$ cat config.mk
export PLATFORM = sky130hd
export DESIGN_NAME = lc3_console_tx
export DESIGN_NICKNAME = d
export VERILOG_FILES = /design/src/rtl/lc3_io_pkg.sv /design/src/rtl/lc3_char_fifo.sv /design/src/rtl/lc3_console_tx.sv
export SDC_FILE = /design/constraint.sdc
export NUM_CORES = 1
export LEC_CHECK = 0
export ABC_AREA = 1
export CAP_MARGIN = 30
export CORE_MARGIN = 3
export CORE_UTILIZATION = 35
export DETAILED_ROUTE_END_ITERATION = 8
export DONT_BUFFER_PORTS = 1
export GPL_TIMING_DRIVEN = 0
export PLACE_DENSITY = 0.53
export SYNTH_ARGS = -nofsm -noshare
export SYNTH_HDL_FRONTEND = slang
export SYNTH_SLANG_ARGS = --single-unit
$ cat constraint.sdc
create_clock -name clk -period 2.3 [get_ports clk]
set_clock_uncertainty 0.1 [all_clocks]
set_input_delay 0.46 -clock clk [delete_from_list [all_inputs] [get_ports clk]]
set_output_delay 0.46 -clock clk [all_outputs]
set_load 0.01 [all_outputs]
$ cat src/rtl/lc3_io_pkg.sv
`default_nettype none
// ============================================================================
//  Module      : lc3_io_pkg
//  Description : Shared constants for the LC3 console transmit path: UART
//                framing widths, default baud divisor and tx state encoding.
//  Revision    : 1.0 - initial release
// ============================================================================
package lc3_io_pkg;

    // 8N1 framing: one start bit, eight data bits, one stop bit
    localparam int UART_DATA_BITS  = 8;
    localparam int UART_FRAME_BITS = 10;

    // 50 MHz system clock divided down to 115200 baud
    localparam int DEFAULT_CLKS_PER_BIT = 434;

    // Transmitter state encoding
    localparam int         TX_STATE_W = 2;
    localparam logic [1:0] TX_IDLE    = 2'd0;
    localparam logic [1:0] TX_START   = 2'd1;
    localparam logic [1:0] TX_DATA    = 2'd2;
    localparam logic [1:0] TX_STOP    = 2'd3;

endpackage
`default_nettype wire

$ cat src/rtl/lc3_char_fifo.sv
`default_nettype none
// ============================================================================
//  Module      : lc3_char_fifo
//  Description : Synchronous byte FIFO with combinational head read. A push
//                into a full FIFO is accepted only when a pop happens in the
//                same cycle; the caller decides what a dropped push means.
//  Revision    : 1.0 - initial release
// ============================================================================
module lc3_char_fifo #(
    parameter int DEPTH = 8
) (
    input  logic                     clk,
    input  logic                     rst,
    input  logic                     push,
    input  logic                     pop,
    input  logic [7:0]               din,
    output logic [7:0]               dout,
    output logic [$clog2(DEPTH):0]   count,
    output logic                     full,
    output logic                     empty
);

    localparam int AW    = $clog2(DEPTH);
    localparam int CNT_W = AW + 1;
    localparam logic [CNT_W-1:0] c_DEPTH = CNT_W'(DEPTH);

    logic [7:0]       r_mem [DEPTH];
    logic [AW-1:0]    r_wr_ptr;
    logic [AW-1:0]    r_rd_ptr;
    logic [CNT_W-1:0] r_count;
    logic             w_do_push;
    logic             w_do_pop;

    // Guard against underflow, and let a full FIFO accept a push only when
    // the head slot is being freed in the same cycle.
    assign w_do_pop  = pop && !empty;
    assign w_do_push = push && (!full || w_do_pop);

    assign full  = (r_count == c_DEPTH);
    assign empty = (r_count == '0);
    assign count = r_count;
    assign dout  = r_mem[r_rd_ptr];

    // Storage write; when full with a pop the write lands on the head slot,
    // which is safe because the old head is read before this edge.
    always_ff @(posedge clk) begin
        if (w_do_push) begin
            r_mem[r_wr_ptr] <= din;
        end
    end

    // Pointers wrap naturally since DEPTH is a power of two
    always_ff @(posedge clk) begin
        if (rst) begin
            r_wr_ptr <= '0;
            r_rd_ptr <= '0;
            r_count  <= '0;
        end else begin
            if (w_do_push) begin
                r_wr_ptr <= r_wr_ptr + AW'(1);
            end
            if (w_do_pop) begin
                r_rd_ptr <= r_rd_ptr + AW'(1);
            end
            case ({w_do_push, w_do_pop})
                2'b10:   r_count <= r_count + CNT_W'(1);
                2'b01:   r_count <= r_count - CNT_W'(1);
                default: r_count <= r_count;
            endcase
        end
    end

endmodule
`default_nettype wire

$ cat src/rtl/lc3_console_tx.sv
`default_nettype none
// ============================================================================
//  Module      : lc3_console_tx
//  Description : Console display sink for the LC3. Bytes written to the
//                display data register are queued in a small FIFO and sent
//                out as 8N1 UART frames on TXD, with busy/fill/overflow
//                status for debug.
//  Revision    : 1.0 - initial release
// ============================================================================
module lc3_console_tx
    import lc3_io_pkg::*;
#(
    parameter int CLKS_PER_BIT = DEFAULT_CLKS_PER_BIT,
    parameter int FIFO_DEPTH   = 8
) (
    input  logic                          clk,
    input  logic                          reset,
    input  logic [15:0]                   DDR,
    input  logic                          WR_DDR,
    output logic                          TXD,
    output logic                          TX_BUSY,
    output logic [$clog2(FIFO_DEPTH):0]   FIFO_CNT,
    output logic                          OVF
);

    localparam int BAUD_W = (CLKS_PER_BIT > 1) ? $clog2(CLKS_PER_BIT) : 1;
    localparam int BIT_W  = $clog2(UART_DATA_BITS);
    localparam int CNT_W  = $clog2(FIFO_DEPTH) + 1;
    localparam logic [BAUD_W-1:0] c_BAUD_LAST = BAUD_W'(CLKS_PER_BIT - 1);
    localparam logic [BIT_W-1:0]  c_BIT_LAST  = BIT_W'(UART_DATA_BITS - 1);

    logic [TX_STATE_W-1:0] r_state;
    logic [TX_STATE_W-1:0] w_state_next;
    logic [BAUD_W-1:0]     r_baud;
    logic [BIT_W-1:0]      r_bit_idx;
    logic [BIT_W-1:0]      w_bit_next;
    logic [7:0]            r_data;
    logic                  r_txd;
    logic                  w_txd_next;
    logic                  r_ovf;

    logic                  w_baud_done;
    logic                  w_pop;
    logic                  w_fifo_full;
    logic                  w_fifo_empty;
    logic [7:0]            w_head;
    logic [CNT_W-1:0]      w_count;
    logic                  w_unused_ddr_hi;

    // Only the low byte carries a character
    assign w_unused_ddr_hi = ^DDR[15:8];

    assign w_baud_done = (r_baud == c_BAUD_LAST);

    // A character leaves the FIFO only when the line is idle
    assign w_pop = (r_state == TX_IDLE) && !w_fifo_empty;

    lc3_char_fifo #(
        .DEPTH (FIFO_DEPTH)
    ) u_fifo (
        .clk   (clk),
        .rst   (reset),
        .push  (WR_DDR),
        .pop   (w_pop),
        .din   (DDR[7:0]),
        .dout  (w_head),
        .count (w_count),
        .full  (w_fifo_full),
        .empty (w_fifo_empty)
    );

    // State, bit timing and frame data registers
    always_ff @(posedge clk) begin
        if (reset) begin
            r_state   <= TX_IDLE;
            r_baud    <= '0;
            r_bit_idx <= '0;
            r_data    <= '0;
            r_txd     <= 1'b1;
        end else begin
            r_state   <= w_state_next;
            r_bit_idx <= w_bit_next;
            r_txd     <= w_txd_next;
            // Every state/bit change happens on a baud wrap, so clearing on
            // wrap (and while idle) restarts the count at each boundary.
            if (r_state == TX_IDLE || w_baud_done) begin
                r_baud <= '0;
            end else begin
                r_baud <= r_baud + BAUD_W'(1);
            end
            if (w_pop) begin
                r_data <= w_head;
            end
        end
    end

    // Sticky overflow: a write arrived with the FIFO full and no slot freed
    always_ff @(posedge clk) begin
        if (reset) begin
            r_ovf <= 1'b0;
        end else if (WR_DDR && w_fifo_full && !w_pop) begin
            r_ovf <= 1'b1;
        end
    end

    // Next-state and next-bit-index decode
    always_comb begin
        w_state_next = r_state;
        w_bit_next   = '0;
        case (r_state)
            TX_IDLE: begin
                if (!w_fifo_empty) begin
                    w_state_next = TX_START;
                end
            end
            TX_START: begin
                if (w_baud_done) begin
                    w_state_next = TX_DATA;
                end
            end
            TX_DATA: begin
                w_bit_next = w_baud_done ? (r_bit_idx + BIT_W'(1)) : r_bit_idx;
                if (w_baud_done && (r_bit_idx == c_BIT_LAST)) begin
                    w_state_next = TX_STOP;
                end
            end
            TX_STOP: begin
                if (w_baud_done) begin
                    w_state_next = TX_IDLE;
                end
            end
            default: w_state_next = TX_IDLE;
        endcase
    end

    // Line level for the coming cycle, registered so TXD never glitches;
    // busy follows the current state.
    always_comb begin
        w_txd_next = 1'b1;
        case (w_state_next)
            TX_START: w_txd_next = 1'b0;
            TX_DATA:  w_txd_next = r_data[w_bit_next];
            default:  w_txd_next = 1'b1;
        endcase
        TX_BUSY = (r_state != TX_IDLE);
    end

    assign TXD      = r_txd;
    assign FIFO_CNT = w_count;
    assign OVF      = r_ovf;

endmodule
`default_nettype wire

## Yosys cells after proc, flatten, opt, wreduce, memory -nomap -nowiden

Memories as Yosys holds them, arrays and structs flattened. A register that Yosys moved wholly into a read port is not among the register bits.
Cells that the tools add are included.

- Register bits after elaboration: 26
- Bits in writable memories: 64
- Bits of input ports: 19
- Output and inout port bits: 7
- Logic and storage cells: 55
- Memories: 1

- Add/subtract/negate cells: 6
- $lt $le $gt $ge: 1
- Equal/unequal tests: 10
- Muxes and demuxes: 13
- Reduce and logical (&&, ||, !) cells: 16

Memories:

| name | depth | bits a word | rd ports | clocked after Yosys merged registers in | write ports | RTL line | RTL |
|---|---|---|---|---|---|---|---|
| u_fifo.r_mem | 8 | 8 | 1 | 1 | 1 | lc3_char_fifo.sv:27 | `logic [7:0] r_mem [DEPTH];` |

Operators by type and width:

| operator | number |
|---|---|
| adder 3 x 1 -> 3 bit, second input constant | 3 |
| adder 9 x 1 -> 9 bit, second input constant | 1 |
| equality test 9 bit, second input constant | 1 |
| equality test 2 bit, second input constant | 4 |
| 2-to-1 mux 2 bit | 4 |
| one-hot mux 2 bit (4 select lines) | 1 |
| one-hot mux 4 bit (2 select lines) | 1 |
| equality test 2 x 1 -> 1 bit, second input constant | 3 |
| logical AND 1 bit | 6 |
| 2-to-1 mux 3 bit | 2 |
| adder 4 x 1 -> 4 bit, second input constant | 1 |
| equality test 4 bit, second input constant | 1 |
| logical NOT 4 bit | 1 |
| < comparator 3 x 4 -> 1 bit, second input constant | 1 |
| nonzero test 2 bit | 2 |
| subtractor 4 x 1 -> 4 bit, second input constant | 1 |
| binary-select mux 1 bit (select 3 bit) | 1 |
| equality test 3 bit, second input constant | 1 |
| logical NOT 1 bit | 3 |
| 2-to-1 mux 1 bit | 3 |
| logical NOT 2 bit | 1 |
| logical OR 1 bit | 2 |
| one-hot mux 1 bit (2 select lines) | 1 |
| OR reduction 2 bit | 1 |

## Longest topological paths before layout

- Depth after elaboration: 8
- Gate-level depth with buffers: 14
- Gate-level depth less buffers: 14

## Hierarchy

From an unflattened synthesis, not the netlist that was laid out.

- Cells, all modules: 420
- Area, all modules: 4416.7 um^2

By module, submodules not included:

| module | times used | cells an instance | area each (um^2) |
|---|---|---|---|
| lc3_char_fifo | 1 | 259 | 3211.8 |
| lc3_console_tx | 1 | 161 | 1204.9 |

## Worst setup path after synthesis

Ideal clock, no wire load.

- Path type: register -> register
- From: register r_state[0]
- To: register u_fifo.r_count[3] (netlist: u_fifo.count[3])
- Arrival time: 1.904 ns
- Slack: 0.176 ns
- Stages on the path, launching flop included: 12
- Buffers on the path: 1
- Clock period less this slack: 2.124 ns
- Cell sequence: dfxtp_1 > inv_2 > nand2_2 > a31oi_1 > buf_2 > ha_1 > xor2_1 > nand3_1 > a21oi_1 > o21ai_1 > o21ai_0 > a21oi_1

- Longest elaborated chain between the ends: 7
- Elaborated cells between the ends (all ways): 9
- Those cells by class: 2 x eq/ne; 1 x mux; 6 x reduce/logical

RTL lines:

| item | RTL line | RTL |
|---|---|---|
| start: declaration | lc3_console_tx.sv:32 | `logic [TX_STATE_W-1:0] r_state;` |
| start signal: assignment | lc3_console_tx.sv:81 | `r_state <= w_state_next;` |
| logical NOT 2 bit (*) | lc3_console_tx.sv:56 | `assign w_pop = (r_state == TX_IDLE) && !w_fifo_empty;` |
| logical AND 1 bit (*) | lc3_console_tx.sv:56 |  |
| net u_fifo.pop | lc3_char_fifo.sv:15 | `input logic pop,` |
| logical AND 1 bit (*) | lc3_char_fifo.sv:36 | `assign w_do_pop = pop && !empty;` |
| logical OR 1 bit | lc3_char_fifo.sv:37 | `assign w_do_push = push && (!full \|\| w_do_pop);` |
| logical AND 1 bit | lc3_char_fifo.sv:37 |  |
| equality test 2 x 1 -> 1 bit or equality test 2 bit (tied branches) | lc3_char_fifo.sv:65 | `case ({w_do_push, w_do_pop})` |
| one-hot mux 4 bit (2 select lines) or nonzero test 2 bit (tied branches) | -- |  |
| end signal: assignment | lc3_char_fifo.sv:66 | `2'b10: r_count <= r_count + CNT_W'(1);` |
| end signal: assignment | lc3_char_fifo.sv:67 | `2'b01: r_count <= r_count - CNT_W'(1);` |
| end signal: assignment | lc3_char_fifo.sv:68 | `default: r_count <= r_count;` |
| end: declaration | lc3_char_fifo.sv:30 | `logic [CNT_W-1:0] r_count;` |

The timed path passes the listed nets; every way through them passes the cells marked *.
A chain may end at the register's enable or synchronous reset.

## Worst setup path after layout

- From: register u_fifo.r_count[2] (netlist: u_fifo.count[2])
- To: register u_fifo.r_count[3] (netlist: u_fifo.count[3])

- Longest elaborated chain between the ends: 8
- Elaborated cells between the ends (all ways): 14
- Those cells by class: 2 x add/sub; 3 x eq/ne; 1 x mux; 8 x reduce/logical

RTL lines:

| item | RTL line | RTL |
|---|---|---|
| logical NOT 4 bit (*) | lc3_char_fifo.sv:40 | `assign empty = (r_count == '0);` |
| logical NOT 1 bit (*) | -- |  |
| logical AND 1 bit (*) | lc3_console_tx.sv:56 |  |
| net u_fifo.pop | lc3_char_fifo.sv:15 |  |
| logical AND 1 bit (*) | lc3_char_fifo.sv:36 |  |
| logical OR 1 bit | lc3_char_fifo.sv:37 |  |
| logical AND 1 bit | lc3_char_fifo.sv:37 |  |
| equality test 2 x 1 -> 1 bit or equality test 2 bit (tied branches) | lc3_char_fifo.sv:65 |  |
| one-hot mux 4 bit (2 select lines) or nonzero test 2 bit (tied branches) | -- |  |

Marked as above.

==> summary.md <==
| Metric | Value |
|---|---|
| Number of synthesized flops with an enable pin | 64 |
| Area of the die | 0.0132 mm^2 |
| Clk root buf | clkbuf_16 |
| Final Util | approximately 41% |
| DRT Pass-1 Iters | 5 |
| Layout cell share with drive strength beyond 1 | between 10% and 20% |
| Worst path cell trace | inv_1 > a31oi_4 > buf_8 > ha_4 > xor2_1 > nand3_1 > a21oi_1 > o21ai_1 > o21ai_0 > a21oi_1 |
| DR vias | 2816 |
| Yosys warns | 0 |
| Area growth, synth to finish | 13.8% |
| GRT Total Usage | ~14% |
| Num rows | 39 |
| Core area | 0.0115 mm^2 |
| Final Hold Viols | 0 |
| Initial Util | 36.2% |
| Fin. max-slew vios | 0 |
| Worst R2R Path Depth | 10 |
| Crit path max fanout | 11 |
| Buffers on Ports | 0 |
| H-tree Lvls | 3 |
| Routed wire length per instance | 16.5 um |
| Chip Width | 115 um |
| I/O pin cnt | 26 |
| Via density | a little over 5 |
| Final period utilization | 94.8% |
| Delay-heaviest family, CP | compound AO/OA/AOI/OAI gates |
| Leak | 1.65 nW |
| Final non-filler cell total | 553 |
| Setup ws final | 121 ps |
| Post-CTS setup buffers | 0 |
| Pre-CTS setup slack | -228 ps |
| Min Hold Slack | 70.0 ps |
| Top_reg_cell synth | edfxtp_1 |
| Clk slew on worst S/H paths | 70 ps |
| Ys async rst share | 0% |
| Status | finished, final reports clean |
| CP max stage cell | dfxtp_2 |
| DR DRC count | 0 |
| Detail Route Antenna Nets | 0 |
| Syn nets | 422 |
| CP dominant cell by count | a21oi_1 |
| # hold bufs at CTS | 0 |
| CP bufs+invs | 2 |
| Worst-margin pin slew | 598 ps |
| Final setup fails | 0 |
| Synth Register Bits | 98 |
| Yosys cell types | 33 |
| Congestion Overflow GR | 0 |
| Cells after DPL | 537 |
| Post-route cell area | 0.00474 mm^2 |
| Avg Cell Area, Syn | approximately 11 um^2 |
| Post-route setup TNS | 0 ps |
| Critical path depth | 10 |
| # Max-Cap Violations | 0 |
| Worst-case clock buffer depth | 2 |
| First-pass GRT wire length | approximately 14000 um |
| Slowest Stage Delay on Critical Path | 400 ps |
| Hold Path Class | input pin to flip-flop |
| Crit Path Class | flip-flop to flip-flop |
| Clock sinks | 98 |
| Die extent in y | 115 um |
| Worst-skew pair later-pin latency | 350 ps |
| Worst endpoint required time | between 2000 and 2500 ps |
| Final min period | 2180 ps |
| Fmax | approximately 460 MHz |
| CTS Buf Count | 9 |
| Worst Setup Start Kind | flip-flop |
| Slew headroom | around 60% |
| Dpl cell area | 0.00434 mm^2 |
| Worst Hold Path Cells | 1 |
| Cells after Synth | 394 |
| GPL Wtd Cong | ~0.79 |
| VDD IR max | 0.532 mV |
| Sequential area share after synthesis | about 63% |
| Total power divided by cell area | between 1000 and 1500 mW/mm^2 |
| Critical path data arrival time | about 2300 ps |
| Nets | 433 |
| Total power | 5.21 mW |
| Drt first-iter violations | 179 |
| Vias in the first global route | 2734 |
| CTS tree | built |
| Critical path capture point type | flip-flop |
| Mapped Area | 0.00416 mm^2 |
| Post-Route WL | between 9000 and 10000 um |
| Detailed placement HPWL | 6010 um |
| Largest net degree at the start of global routing | 19 |
| Diodes inserted | 0 |
| Initial antenna violation count | 0 |
-- routing by layer --
layer	wire, um	GRT usage (%)	up-vias
li1	-	-	1390
met2	4250	23.3	66
met4	115	4.38	0
met1	4240	18.5	1349
met3	508	3.79	11
met5	0	0	-
-- cell usage after synthesis (all sizes together) (8+ instances only) --
master	n	area, um^2
nor2	65	274
edfxtp	64	1920
nand2	43	184
o21ai	42	210
inv	41	154
dfxtp	34	681
a21oi	21	105
nand3	13	92.6
ha	9	113
o211ai	9	72.6
clkbuf	8	30.0
o221ai	8	70.1
o22ai	8	50.1
-- final timing paths --
check                   from         endpoint  slack, ps
max          u_fifo.count[2]  u_fifo.count[3]        120
min                    reset        r_data[3]         70
max reg2reg  u_fifo.count[2]  u_fifo.count[3]        120
min reg2reg        r_data[7]        r_data[7]        360
-- registers in the layout (all words and copies together) (netlist names) --
signal	flops
r_baud	9
r_data	8
u_fifo.count	4
u_fifo.r_wr_ptr	3
r_state	2
u_fifo.r_mem	64
u_fifo.r_rd_ptr	3
OVF	1
r_bit_idx	3
TXD	1
-- what timing repair did --
action,4_1_cts,5_1_grt
gates resized for setup,9,16
pin swaps,0,1
setup endpoints to repair,27,35
-- report_power, final --
group	switching [mW]	total, mW	leakage (nW)	internal (mW)
sequential	0.151	2.21	0.861	2.06
combinational	0.960	1.45	0.650	0.488
clock	0.689	1.55	0.142	0.862
total	1.80	5.21	1.65	3.41
-- layout make-up --
| class | instances | area [um^2] |
|---|---|---|
| clock buffers | 9 | 225 |
| inverters | 42 | 159 |
| well taps | 143 | 179 |
| flip-flops and latches | 98 | 2610 |
| multi-input cells | 239 | 1410 |
| fillers | 1105 | 6780 |
| clock inverters | 7 | 83.8 |
| plain buffers | 15 | 75.1 |
-- placed cells by master (no fill, tap or decap), drive strengths merged --
master    count
nor2         65
edfxtp       64
inv          44
nand2        43
o21ai        42
dfxtp        34
a21oi        21
clkbuf       17
nand3        13
o211ai        9
ha            9
o22ai         8
o221ai        8
buf           7
nand4         6
xor2          4
nor3b         3
xnor2         3
clkinvlp      3
a31oi         1
clkinv        1
nand3b        1
nor3          1
or2           1
o21a          1
bufinv        1
-- logic make-up after synthesis --
group,Yosys count,share of synthesized area (%)
buffers and inverters,57,5.38
AOI/OAI and AO/OA,90,12.5
xor gates and xnor gates,7,1.65
adders and majority gates,9,2.70
DFF,98,62.5
and+or+nand+nor,133,15.2
Power figures use the tool's default switching activity.
